**config.mk**
```make
export PLATFORM = sky130hd
export DESIGN_NAME = fb_fill_engine_flat
export DESIGN_NICKNAME = d
export VERILOG_FILES = /design/src/rtl/fb_fill_engine_if.sv /design/src/rtl/fb_fill_engine.sv /design/src/flat_wrapper.sv
export SDC_FILE = /design/constraint.sdc
export NUM_CORES = 1
export LEC_CHECK = 0
export BUFFER_PORTS_ARGS = -buffer_cell sky130_fd_sc_hd__buf_2
export CORE_ASPECT_RATIO = 1.5
export CORE_MARGIN = 2
export CORE_UTILIZATION = 62
export CTS_BUF_LIST = sky130_fd_sc_hd__clkbuf_8
export DETAILED_ROUTE_END_ITERATION = 8
export MAX_ROUTING_LAYER = met4
export PLACE_DENSITY = 0.83
export RECOVER_POWER = 25
export SETUP_SLACK_MARGIN = 0.15
export SLEW_MARGIN = 20
export SYNTH_ARGS = -nofsm -noshare
export SYNTH_HDL_FRONTEND = slang
export SYNTH_SLANG_ARGS = --single-unit
```
**constraint.sdc**
```tcl
create_clock -name clk -period 5 [get_ports clk]
set_clock_uncertainty 0.15 [all_clocks]
set_input_delay 0.25 -clock clk [delete_from_list [all_inputs] [get_ports clk]]
set_output_delay 0.25 -clock clk [all_outputs]
set_load 0.05 [all_outputs]
```
**src/rtl/fb_fill_engine_if.sv**
```systemverilog
// Command and framebuffer-write bundle between a command source and fb_fill_engine.
// master = command source and framebuffer side, slave = the engine.
interface fb_fill_engine_if #(
  parameter int FB_ADDRESS_WIDTH  = 15,
  parameter int COLOR_INDEX_WIDTH = 8
);
  logic                         cmd_valid;
  logic                         cmd_ready;
  logic [1:0]                   cmd_op;
  logic [7:0]                   cmd_x;
  logic [7:0]                   cmd_y;
  logic [7:0]                   cmd_w;
  logic [7:0]                   cmd_h;
  logic [COLOR_INDEX_WIDTH-1:0] cmd_color;
  logic                         fb_stall;
  logic                         write_fb;
  logic [FB_ADDRESS_WIDTH-1:0]  fb_address_write;
  logic [COLOR_INDEX_WIDTH-1:0] fb_data_in;
  logic                         busy;
  logic                         done;

  modport master (
    output cmd_valid, cmd_op, cmd_x, cmd_y, cmd_w, cmd_h, cmd_color, fb_stall,
    input  cmd_ready, write_fb, fb_address_write, fb_data_in, busy, done
  );

  modport slave (
    input  cmd_valid, cmd_op, cmd_x, cmd_y, cmd_w, cmd_h, cmd_color, fb_stall,
    output cmd_ready, write_fb, fb_address_write, fb_data_in, busy, done
  );
endinterface

```
**src/rtl/fb_fill_engine.sv**
```systemverilog
// Turns plot / rect / clear commands into a clipped, row-major stream of
// single-pixel framebuffer writes, one pixel per unstalled cycle.
//
// state | meaning
// IDLE  | ready for a command, latches cmd_* on cmd_valid
// SETUP | resolve op, clip against the framebuffer, load row/col walkers
// DRAW  | one write per cycle while fb_stall is low
// DONE  | one-cycle done pulse, then back to IDLE
module fb_fill_engine #(
  parameter int FB_WIDTH          = 160,
  parameter int FB_HEIGHT         = 120,
  parameter int FB_ADDRESS_WIDTH  = $clog2(FB_WIDTH*FB_HEIGHT),
  parameter int COLOR_INDEX_WIDTH = 8
) (
  input logic clk,
  input logic reset,
  fb_fill_engine_if.slave bus
);

  typedef enum logic [1:0] {S_IDLE, S_SETUP, S_DRAW, S_DONE} state_t;

  localparam logic [1:0] OP_PLOT  = 2'd0;
  localparam logic [1:0] OP_RECT  = 2'd1;
  localparam logic [1:0] OP_CLEAR = 2'd2;

  localparam logic [8:0] WIDTH_9  = 9'(FB_WIDTH);
  localparam logic [8:0] HEIGHT_9 = 9'(FB_HEIGHT);
  localparam logic [FB_ADDRESS_WIDTH-1:0] ROW_STEP = FB_ADDRESS_WIDTH'(FB_WIDTH);

  state_t                       state;
  logic [1:0]                   op_q;
  logic [7:0]                   x_q, y_q, w_q, h_q;
  logic [COLOR_INDEX_WIDTH-1:0] color_q;
  logic [7:0]                   col, row, x_first, x_last, y_last;
  logic [FB_ADDRESS_WIDTH-1:0]  row_base, addr;
  logic [COLOR_INDEX_WIDTH-1:0] data;
  logic                         cmd_ready_q, busy_q, done_q;

  logic [7:0]                   eff_x, eff_y, eff_w, eff_h;
  logic                         op_empty, rect_empty;
  logic [8:0]                   x_sum, y_sum, x_end, y_end;
  logic [7:0]                   x_last_c, y_last_c;
  logic [FB_ADDRESS_WIDTH-1:0]  y_wide, base;

  always_comb begin
    eff_x    = x_q;
    eff_y    = y_q;
    eff_w    = w_q;
    eff_h    = h_q;
    op_empty = 1'b0;
    case (op_q)
      OP_PLOT: begin
        eff_w = 8'd1;
        eff_h = 8'd1;
      end
      OP_RECT: begin
        eff_w = w_q;
      end
      OP_CLEAR: begin
        eff_x = 8'd0;
        eff_y = 8'd0;
        eff_w = 8'(FB_WIDTH);
        eff_h = 8'(FB_HEIGHT);
      end
      default: op_empty = 1'b1;
    endcase
    x_sum      = {1'b0, eff_x} + {1'b0, eff_w};
    y_sum      = {1'b0, eff_y} + {1'b0, eff_h};
    x_end      = (x_sum > WIDTH_9)  ? WIDTH_9  : x_sum;
    y_end      = (y_sum > HEIGHT_9) ? HEIGHT_9 : y_sum;
    x_last_c   = 8'(x_end - 9'd1);
    y_last_c   = 8'(y_end - 9'd1);
    rect_empty = op_empty || ({1'b0, eff_x} >= WIDTH_9) || ({1'b0, eff_y} >= HEIGHT_9) ||
                 (eff_w == 8'd0) || (eff_h == 8'd0);
    // y*160 as two shifts so no multiplier is inferred
    y_wide     = FB_ADDRESS_WIDTH'(eff_y);
    base       = (y_wide << 7) + (y_wide << 5);
  end

  always_ff @(posedge clk) begin
    if (reset) begin
      state       <= S_IDLE;
      cmd_ready_q <= 1'b1;
      busy_q      <= 1'b0;
      done_q      <= 1'b0;
      op_q        <= '0;
      x_q         <= '0;
      y_q         <= '0;
      w_q         <= '0;
      h_q         <= '0;
      color_q     <= '0;
      col         <= '0;
      row         <= '0;
      x_first     <= '0;
      x_last      <= '0;
      y_last      <= '0;
      row_base    <= '0;
      addr        <= '0;
      data        <= '0;
    end else begin
      case (state)
        S_IDLE: begin
          if (bus.cmd_valid) begin
            op_q        <= bus.cmd_op;
            x_q         <= bus.cmd_x;
            y_q         <= bus.cmd_y;
            w_q         <= bus.cmd_w;
            h_q         <= bus.cmd_h;
            color_q     <= bus.cmd_color;
            cmd_ready_q <= 1'b0;
            busy_q      <= 1'b1;
            state       <= S_SETUP;
          end
        end
        S_SETUP: begin
          data <= color_q;
          if (rect_empty) begin
            done_q <= 1'b1;
            state  <= S_DONE;
          end else begin
            col      <= eff_x;
            x_first  <= eff_x;
            x_last   <= x_last_c;
            row      <= eff_y;
            y_last   <= y_last_c;
            row_base <= base;
            addr     <= base + FB_ADDRESS_WIDTH'(eff_x);
            state    <= S_DRAW;
          end
        end
        S_DRAW: begin
          if (!bus.fb_stall) begin
            if (col == x_last) begin
              // address is left on the last pixel so it never leaves the framebuffer
              if (row == y_last) begin
                done_q <= 1'b1;
                state  <= S_DONE;
              end else begin
                col      <= x_first;
                row      <= row + 8'd1;
                row_base <= row_base + ROW_STEP;
                addr     <= row_base + ROW_STEP + FB_ADDRESS_WIDTH'(x_first);
              end
            end else begin
              col  <= col + 8'd1;
              addr <= addr + FB_ADDRESS_WIDTH'(1);
            end
          end
        end
        S_DONE: begin
          done_q      <= 1'b0;
          busy_q      <= 1'b0;
          cmd_ready_q <= 1'b1;
          state       <= S_IDLE;
        end
        default: state <= S_IDLE;
      endcase
    end
  end

  // Strobe follows fb_stall in the same cycle so a stalled cycle never writes
  assign bus.write_fb         = (state == S_DRAW) && !bus.fb_stall;
  assign bus.fb_address_write = addr;
  assign bus.fb_data_in       = data;
  assign bus.cmd_ready        = cmd_ready_q;
  assign bus.busy             = busy_q;
  assign bus.done             = done_q;

endmodule

```
**src/flat_wrapper.sv**
```systemverilog
// flat-port wrapper written by rule: the top's interface ports become plain ports
module fb_fill_engine_flat 
#(
  parameter int FB_WIDTH          = 160,
  parameter int FB_HEIGHT         = 120,
  parameter int FB_ADDRESS_WIDTH  = $clog2(FB_WIDTH*FB_HEIGHT),
  parameter int COLOR_INDEX_WIDTH = 8
)
  (clk, reset, bus_cmd_valid, bus_cmd_op, bus_cmd_x, bus_cmd_y, bus_cmd_w, bus_cmd_h, bus_cmd_color, bus_fb_stall, bus_cmd_ready, bus_write_fb, bus_fb_address_write, bus_fb_data_in, bus_busy, bus_done);
  fb_fill_engine_if #(.FB_ADDRESS_WIDTH(FB_ADDRESS_WIDTH), .COLOR_INDEX_WIDTH(COLOR_INDEX_WIDTH)) bus_i ();
  input logic clk;
  input logic reset;
  input wire logic [$bits(bus_i.cmd_valid)-1:0] bus_cmd_valid;
  input wire logic [$bits(bus_i.cmd_op)-1:0] bus_cmd_op;
  input wire logic [$bits(bus_i.cmd_x)-1:0] bus_cmd_x;
  input wire logic [$bits(bus_i.cmd_y)-1:0] bus_cmd_y;
  input wire logic [$bits(bus_i.cmd_w)-1:0] bus_cmd_w;
  input wire logic [$bits(bus_i.cmd_h)-1:0] bus_cmd_h;
  input wire logic [$bits(bus_i.cmd_color)-1:0] bus_cmd_color;
  input wire logic [$bits(bus_i.fb_stall)-1:0] bus_fb_stall;
  output wire logic [$bits(bus_i.cmd_ready)-1:0] bus_cmd_ready;
  output wire logic [$bits(bus_i.write_fb)-1:0] bus_write_fb;
  output wire logic [$bits(bus_i.fb_address_write)-1:0] bus_fb_address_write;
  output wire logic [$bits(bus_i.fb_data_in)-1:0] bus_fb_data_in;
  output wire logic [$bits(bus_i.busy)-1:0] bus_busy;
  output wire logic [$bits(bus_i.done)-1:0] bus_done;
  assign bus_i.cmd_valid = bus_cmd_valid;
  assign bus_i.cmd_op = bus_cmd_op;
  assign bus_i.cmd_x = bus_cmd_x;
  assign bus_i.cmd_y = bus_cmd_y;
  assign bus_i.cmd_w = bus_cmd_w;
  assign bus_i.cmd_h = bus_cmd_h;
  assign bus_i.cmd_color = bus_cmd_color;
  assign bus_i.fb_stall = bus_fb_stall;
  assign bus_cmd_ready = bus_i.cmd_ready;
  assign bus_write_fb = bus_i.write_fb;
  assign bus_fb_address_write = bus_i.fb_address_write;
  assign bus_fb_data_in = bus_i.fb_data_in;
  assign bus_busy = bus_i.busy;
  assign bus_done = bus_i.done;
  fb_fill_engine #(.FB_WIDTH(FB_WIDTH), .FB_HEIGHT(FB_HEIGHT), .FB_ADDRESS_WIDTH(FB_ADDRESS_WIDTH), .COLOR_INDEX_WIDTH(COLOR_INDEX_WIDTH)) u_core (.clk(clk), .reset(reset), .bus(bus_i));
endmodule
```
# == After elaboration in Yosys (flattened, before gate mapping) ==
# Cells that the tools add are included.
# classes
add_sub_neg,11
magnitude_cmp,4
eq_ne,15
mux,42
bitwise,1
reduce_logical,21
# op_table
cell,n
$mux W15,8
$mux W8,12
$pmux W8 S2,4
$pmux W15 S2,2
$add A15 B8 Y15,2
$add A8 B8 Y9,2
$add A8 B1 Y8 const B,2
$eq A8 B8 Y1,2
$logic_not A8 Y1,2
$sub A8 B1 Y8 const B,2
$add A15 B1 Y15 const B,1
$add A15 B13 Y15,1
$add A15 B8 Y15 const B,1
$reduce_and A5 Y1,2
$gt A9 B7 Y1 const B,1
$gt A9 B8 Y1 const B,1
$ge A8 B7 Y1 const B,1
$ge A8 B8 Y1 const B,1
$mux W1,8
$mux W2,4
$ne A2 B2 Y1 const B,4
$pmux W2 S4,1
$reduce_and A4 Y1,2
$eq A2 B2 Y1 const B,3
other kinds (14),25
# word_totals
regBits,125
input_bits,46
output_inout_bits,27
wordCells,112

# == Longest topological paths before layout ==
# Gate-level depths: netlist of run 1.
# logic_depth
depth_word,9
depth_mapped,22
ltp_nobuf,19

# == Worst setup path before layout of run 1 ==
# Ideal clock, no wire load.
# synth_path
kind,reg-to-reg
from,reg u_core.op_q[0]
to,reg u_core.x_last[6]
setup_time_ns,0.132
t_arrival_ns,4.062
t_required_ns,4.718
path_slack_ns,0.655
path_stages_with_launch,22
n_path_buf,3
synth_period_minus_slack_ns,4.345
path_cell_list,dfxtp_1 -> buf_6 -> clkbuf_1 -> clkbuf_1 -> nand2_1 -> o21ai_0 -> ha_1 -> inv_1 -> fa_1 -> and2b_1 -> o21ai_1 -> a21oi_1 -> nand2b_1 -> a21oi_1 -> o21a_2 -> or3_1 -> ha_1 -> and3_1 -> and3_1 -> and2_1 -> o211ai_1 -> a21oi_1
# synth_via
elab_chain_len,9
elab_cells_between_ends,23
classes_between,add/sub (2); order compare (3); eq/ne (2); mux (6); bitwise (1); reduce/logical (9)
# synth_lines
element,line_no,rtl
"start, declared",fb_fill_engine.sv:31,logic [1:0] op_q;
"start signal, assigned",fb_fill_engine.sv:104,op_q <= bus.cmd_op;
"parallel branches: the longest is 9 deep, another holds $add A8 B8 Y9",--,
"end signal, assigned",fb_fill_engine.sv:123,x_last <= x_last_c;
"end, declared",fb_fill_engine.sv:34,"logic [7:0] col, row, x_first, x_last, y_last;"
# Several ways; the timed one is not identified.
# A chain may end at the register's enable or synchronous reset.

# == Worst setup path after layout of run 1 ==
# layout_path
from,reg u_core.op_q[1]
to,reg u_core.x_last[6]
# layout_via
elab_chain_len,9
elab_cells_between_ends,23
classes_between,add/sub (2); order compare (3); eq/ne (2); mux (6); bitwise (1); reduce/logical (9)
# layout_lines
element,line_no,rtl
$eq A2 B2 Y1 *,fb_fill_engine.sv:51,case (op_q)
$mux W8 *,fb_fill_engine.sv:51,
net u_core.eff_x[0],fb_fill_engine.sv:39,"logic [7:0] eff_x, eff_y, eff_w, eff_h;"
"parallel branches: the longest is 7 deep, another holds $add A8 B8 Y9",--,
# Mark *: on every way through the listed nets, which the timed path passes.

==> impl_metrics.csv, run 1 <==
group,metric,value,unit
run_status,outcome,"finished, violations left",
run_status,violated_checks,"capacitance limit, slew limit",
timing,smallest_hold_slack,130,ps
timing,final-hold-violation-count,0,
clock_network,cts_post_setup_buffers_inserted,0,
clock_network,cts_max_path_buffers,2,
final_layout,largest_register_ffs,15,
die,coreArea,12500,um^2
critical_path,crit_start,"u_core.op_q[1]",
grt,number_of_global_route_vias_before_repair,7440,
clock_network,insertion_delay,450,ps
clock_network,cts_max_level,4,
clock_network,cts_made_buffers,17,
clock_network,cts_root_buf,"clkbuf_8",
timing,max_slew_margin,-0.146,
routing,routed_via_density,6.06,
synth,yosysSeqAreaShare,0.301,
final_layout,layout-drive-gt1-share,0.121,
synth,synth_edf_count,0,
die,initial_core_util,0.638,
clock_network,cts_resized,0,
critical_path,reg_to_reg_endpoint,"u_core.x_last[6]",
critical_path,cp_slowest_stage_delay,390,ps
synth,synth_area,7990,um^2
placement,detailedPlacementHpwl,14300,um
critical_path,critical_path_class,"reg -> reg",
final_layout,synthesis_to_finish_area_growth,14.3,%
grt,grtUsageTotal,0.324,
routing,via_count,7817,
critical_path,path_cells,"nand2b_1 > buf_4 > and2_1 > ha_1 > inv_1 > fa_1 > and2b_1 > o21ai_1 > a21oi_1 > nand2b_1 > a21oi_1 > o21a_2 > or3_1 > ha_1 > and3_1 > and3_1 > and2_1 > o211ai_1 > a21oi_1",
clock_network,cts.sinks,120,
timing,fmax,226,MHz
timing,worst_slew_pin_slew,1720,ps
timing,grt_setup_unrepaired,"no",
clock_network,cts-hold-fix-buffers,43,
die,fp.dieArea,13800,um^2
routing,avgRoutedWirePerCell,16.9,um
grt,wire_length_of_the_first_global_routing_pass,35900,um
critical_path,required,5160,ps
min_path,hold-path-cell-count,2,
final_layout,final_net_count,1202,
clock_network,clk_pin_slew_worst_paths,80,ps
placement,place.port_buffers,72,
routing,route.detailed.drc,0,
routing,drtAntennaViolNets,0,
critical_path,worstSetupEndpointType,"flop",
clock_network,cts_tree,"done",
die,die_boundary_height,143,um
critical_path,crit_path_top_delay_cell,"dfxtp_1",
placement,place.gp.congestion,0.945,
critical_path,worst_path_most_repeated_cell,"a21oi_1",
critical_path,critical_path_peak_fanout,28,
min_path,endpoint_worst_hold,"u_core.w_q[3]",
min_path,hold_path.startpoint,"reset",
critical_path,critPathArrivalTime,4590,ps
min_path,worst_hold_path_type,"in -> reg",
synth,synth_flop_cell,"dfxtp_1",
final_layout,n_antenna_cell,0,
routing,firstDrtPassIters,5,
power,power_leakage,3.54,nW
grt,antenna_found_initial,0,
synth,synth-async-reset-ratio,0,
die,fp-row-count,50,
grt,grt_start_max_net_pins,59,
grt,globalRouteOverflowTotal,0,
final_layout,finalCoreUtilization,0.730,
timing,total_negative_setup_slack,0,ps
timing,final_critical_path_setup_slack,570,ps
die,die-width,96.7,um
critical_path,worst_reg_to_reg_cells,19,
placement,place_worst_setup_slack,631,ps
routing,routed_wirelength,21800,um
critical_path,worstReg2RegStart,"u_core.op_q[1]",
critical_path,ff2ff_setup_slack,570,ps
die,io-pin-count,73,
timing,setup_viol_count_final,0,
job,max-cap-violations,1,
synth,post_synth_cell_types,83,
synth,synth-seq-cells,120,
power,total_power_divided_by_cell_area,529,nW/um^2
timing,period_needed,4430,ps
timing,layout_worst_path_cycle_share,0.886,
timing,final_max_slew_viol_count,44,
synth,synth_nets,1124,
critical_path,critical_path_launch_point_type,"flop",
synth,avgSynthCellArea,7.66,um^2
synth,syn_inst,1043,
power,vdd_ir_drop_max,327,uV
routing,detailedRoute.firstIterationViolations,603,
synth,synthesis.yosys.warnings,0,
## where the power goes
group / internal, mW / switching [mW] / total [mW] / leakage (nW)
Combinational: 0.907 / 1.63 / 2.54 / 2.36
Sequential: 1.17 / 0.240 / 1.41 / 0.980
Clock: 0.444 / 0.439 / 0.883 / 0.200
## synth_stat cells, drive strengths merged, types with 5 or more instances
master  number  share of area
a211oi      27          0.032
nand2b       6         0.0047
nand3b       6         0.0056
xor2        33          0.037
a31oi       16          0.016
or3          5         0.0039
clkbuf      40          0.019
and2        20          0.016
or4          5         0.0052
mux2i       21          0.027
o21ai       49          0.032
ha          34          0.053
nand2      179          0.084
inv         27          0.013
a311oi       5         0.0070
a21o         8         0.0085
nor3        18          0.013
and3        15          0.013
o21a         5         0.0049
o31ai        6         0.0074
nor2       104          0.049
nand4       10         0.0097
buf         27          0.021
nor4         7         0.0070
a21oi      118          0.076
dfxtp      120           0.30
nand3       27          0.018
xnor2       43          0.049
o211ai      13          0.013
## kinds of logic after synthesis
kind of cell    Yosys count  synth area share
simple gates            421             0.247
compound gates          274             0.230
flops                   120             0.301
buf+inv                  95            0.0529
xor+xnor                 76            0.0862
fa+ha+maj                36            0.0570
mux                      21            0.0268
## layout by cell type (no fill, tap or decap), types with 16 or more instances in the layout
cell,n
a21oi_1,115
clkbuf_1,27
clkbuf_8,17
dfxtp_1,120
nor3_1,16
a211oi_1,18
ha_1,33
nand3_1,26
nand2_1,179
nor2_1,104
buf_2,45
xor2_1,32
xnor2_1,41
dlygate4sd3_1,43
o21ai_0,44
inv_1,26
mux2i_1,20
and2_1,20
## layer usage
metal / vias to the layer above / global-route usage / wire length [um]
met1: 3644 / 0.370 / 8740
met2: 287 / 0.561 / 11000
met5: - / - / 0
met4: 0 / 0.149 / 804
met3: 73 / 0.0480 / 1240
li1: 3813 / - / -
## through the flow
| stage | instances | area, um^2 | power, mW |
|---|---|---|---|
| global route | 1290 | 9130 | 5.15 |
| CTS | 1289 | 9140 | 4.76 |
| global placement | 1214 | 8320 | 3.79 |
| floorplan | 1043 | 7990 | 3.35 |
| detailed placement | 1214 | 8320 | 3.84 |
| finish | 1290 | 9130 | 4.83 |
## critical path: cells and delay by family, from the launching register on
family / cells / cell delay [ps]
compound gates: 6 / 960
flops: 1 / 390
fa+ha+maj: 3 / 830
simple gates: 8 / 1620
buf+inv: 2 / 350
## worst max-delay path by stage
stage / to / depth (start not counted)
final: u_core.x_last[6] / 19
after global routing: u_core.x_last[6] / 20
after CTS: u_core.x_last[6] / 19
after detailed placement: u_core.x_last[6] / 19
after global placement: u_core.x_last[6] / 19
after floorplan: u_core.x_last[6] / 21
## cell type report
class / count / area [um^2]
flip-flops and latches: 120 / 2400
clock buffers: 17 / 234
clock inverters: 15 / 154
repair buffers: 126 / 860
multi-input cells: 828 / 5180
inverters: 28 / 105
fillers: 1003 / 3380
well taps: 156 / 195
No activity file was read; power rests on OpenSTA's default activity.
==> run 2, diff against run 1 <==
==> constraint.sdc (replaced) <==
create_clock -name clk -period 5 [get_ports clk]
set_clock_uncertainty 0.15 [all_clocks]
set_input_delay 0 -clock clk [delete_from_list [all_inputs] [get_ports clk]]
set_output_delay 0 -clock clk [all_outputs]
set_load 0.05 [all_outputs]
==> impl_metrics.csv, run 2 (synthesis gave the netlist of run 1 again) <==
group,metric,value,unit
critical_path,worst_reg_to_reg_cells,19,
grt,grt_start_max_net_pins,59,
grt,number_of_global_route_vias_before_repair,8034,
timing,period_needed,4480,ps
clock_network,insertion_delay,460,ps
critical_path,critPathArrivalTime,4650,ps
run_status,violated_checks,"capacitance limit, slew limit",
clock_network,cts_made_buffers,17,
clock_network,cts.sinks,120,
grt,antenna_found_initial,0,
critical_path,cp_slowest_stage_delay,400,ps
routing,via_count,8253,
routing,firstDrtPassIters,5,
min_path,hold-path-cell-count,2,
clock_network,clk_pin_slew_worst_paths,80,ps
power,power_leakage,3.81,nW
timing,final_max_slew_viol_count,82,
routing,route.detailed.drc,0,
critical_path,worst_path_most_repeated_cell,"a21oi_1",
critical_path,critical_path_launch_point_type,"flop",
die,fp.dieArea,13800,um^2
grt,grtUsageTotal,0.359,
critical_path,critical_path_peak_fanout,28,
critical_path,timing.critical_path.max_delay_family,"simple AND/OR/NAND/NOR gates",
placement,place_worst_setup_slack,631,ps
routing,drtAntennaViolNets,0,
power,total_power_divided_by_cell_area,521,nW/um^2
timing,max_slew_margin,-0.181,
clock_network,cts_post_setup_buffers_inserted,0,
final_layout,final_cell_mix,"nand2_1, dfxtp_1, a21oi_1",
grt,wire_length_of_the_first_global_routing_pass,39600,um
timing,grt_setup_unrepaired,"no",
die,io-pin-count,73,
min_path,endpoint_worst_hold,"u_core.x_first[2]",
final_layout,n_antenna_cell,0,
final_layout,synthesis_to_finish_area_growth,19.8,%
timing,final-hold-violation-count,0,
routing,routed_via_density,6.19,
routing,routed_wirelength,24100,um
critical_path,path_cells,"nand2b_1 > buf_4 > and2_1 > ha_1 > inv_1 > fa_1 > and2b_1 > o21ai_1 > a21oi_1 > nand2b_1 > a21oi_1 > o21a_2 > or3_1 > ha_1 > and3_1 > and3_1 > and2_1 > o211ai_1 > a21oi_1",
clock_network,cts_max_level,4,
critical_path,worstReg2RegStart,"u_core.op_q[1]",
clock_network,cts_resized,0,
critical_path,required,5170,ps
final_layout,largest_register_ffs,15,
timing,layout_worst_path_cycle_share,0.896,
timing,setup_viol_count_final,0,
die,coreArea,12500,um^2
power,vdd_ir_drop_max,269,uV
job,max-cap-violations,2,
routing,detailedRoute.firstIterationViolations,667,
critical_path,reg_to_reg_endpoint,"u_core.x_last[6]",
timing,total_negative_setup_slack,0,ps
grt,globalRouteOverflowTotal,0,
final_layout,final_net_count,1246,
die,initial_core_util,0.638,
die,die_boundary_height,143,um
min_path,hold_path.startpoint,"u_core.x_first[2]",
placement,place.gp.congestion,0.945,
clock_network,cts_tree,"done",
clock_network,cts_max_path_buffers,2,
critical_path,worstSetupEndpointType,"flop",
timing,final_critical_path_setup_slack,518,ps
critical_path,crit_path_top_delay_cell,"dfxtp_1",
die,fp-row-count,50,
run_status,outcome,"finished, violations left",
final_layout,layout-drive-gt1-share,0.115,
placement,place.port_buffers,72,
critical_path,ff2ff_setup_slack,520,ps
clock_network,cts_root_buf,"clkbuf_8",
placement,detailedPlacementHpwl,14300,um
timing,worst_slew_pin_slew,1770,ps
power,totalPowerFinal,4.98,mW
min_path,worst_hold_path_type,"reg -> reg",
timing,fmax,223,MHz
die,die-width,96.7,um
final_layout,final_common_cell,"nand2_1",
critical_path,critical_path_class,"reg -> reg",
routing,avgRoutedWirePerCell,18.1,um
critical_path,path_buf_inv,2,
run 2: changes by cell type in the layout (fill, tap and decap cells not counted), sizes merged:
cell         previous run  this run
dlygate4sd3            43        87
buf                    56        55
clkbuf                 44        45
run 2: layer usage:
metal,GRT usage,part of all wire,up-vias,wire (um)
li1,-,-,3893,-
met1,0.398,0.39,3848,9390
met2,0.620,0.50,412,12100
met3,0.0573,0.062,100,1490
met4,0.191,0.047,0,1130
met5,-,0,-,0
run 2: power breakdown:
| group | switching [mW] | total (mW) | leakage (nW) | internal (mW) |
|---|---|---|---|---|
| sequential | 0.251 | 1.42 | 0.980 | 1.17 |
| combinational | 1.68 | 2.66 | 2.63 | 0.979 |
| clock | 0.453 | 0.897 | 0.200 | 0.444 |
| total | 2.39 | 4.98 | 3.81 | 2.59 |
run 2: stage by stage:
step / util / instances / instance area (um^2) / hold WS [ps]
floorplan: - / 1043 / 7990 / -14.0
global placement: 0.665 / 1214 / 8320 / 90.6
detailed placement: 0.665 / 1214 / 8320 / 96.2
CTS: 0.765 / 1333 / 9580 / 229
global route: 0.765 / 1334 / 9570 / 325
finish: 0.765 / 1334 / 9570 / 308
run 2: timing repair:
action                                  4_1_cts  5_1_grt
endpoints found under the setup margin        0        0
hold endpoints to repair                     55        0
hold buffers                                 87        0
run 2: worst max path at each step:
stage	from	end	slack, ps	depth (start not counted)
after floorplan	u_core.op_q[0]	u_core.x_last[6]	660	21
after global placement	u_core.op_q[1]	u_core.x_last[6]	760	19
after detailed placement	u_core.op_q[1]	u_core.x_last[6]	630	19
after CTS	u_core.op_q[1]	u_core.x_last[6]	600	19
after global routing	u_core.op_q[1]	u_core.x_last[6]	260	20
final	u_core.op_q[1]	u_core.x_last[6]	520	19
run 2: worst register-to-register path, stage by stage, from the launching register on:
cell and delay (ps):
dfxtp_1 400, nand2b_1 110, buf_4 280, and2_1 200, ha_1 210, inv_1 70, fa_1 400, and2b_1 270
o21ai_1 90, a21oi_1 280, nand2b_1 220, a21oi_1 100, o21a_2 260, or3_1 320, ha_1 240, and3_1 180
and3_1 190, and2_1 150, o211ai_1 150, a21oi_1 80
run 2: area by class of cell:
| class | count | area [um^2] |
|---|---|---|
| Clock buffer | 17 | 234 |
| Clock inverter | 15 | 154 |
| Fill cell | 914 | 2950 |
| Inverter | 28 | 105 |
| Multi-Input combinational cell | 828 | 5180 |
| Sequential cell | 120 | 2400 |
| Tap cell | 156 | 195 |
| Timing Repair Buffer | 170 | 1300 |
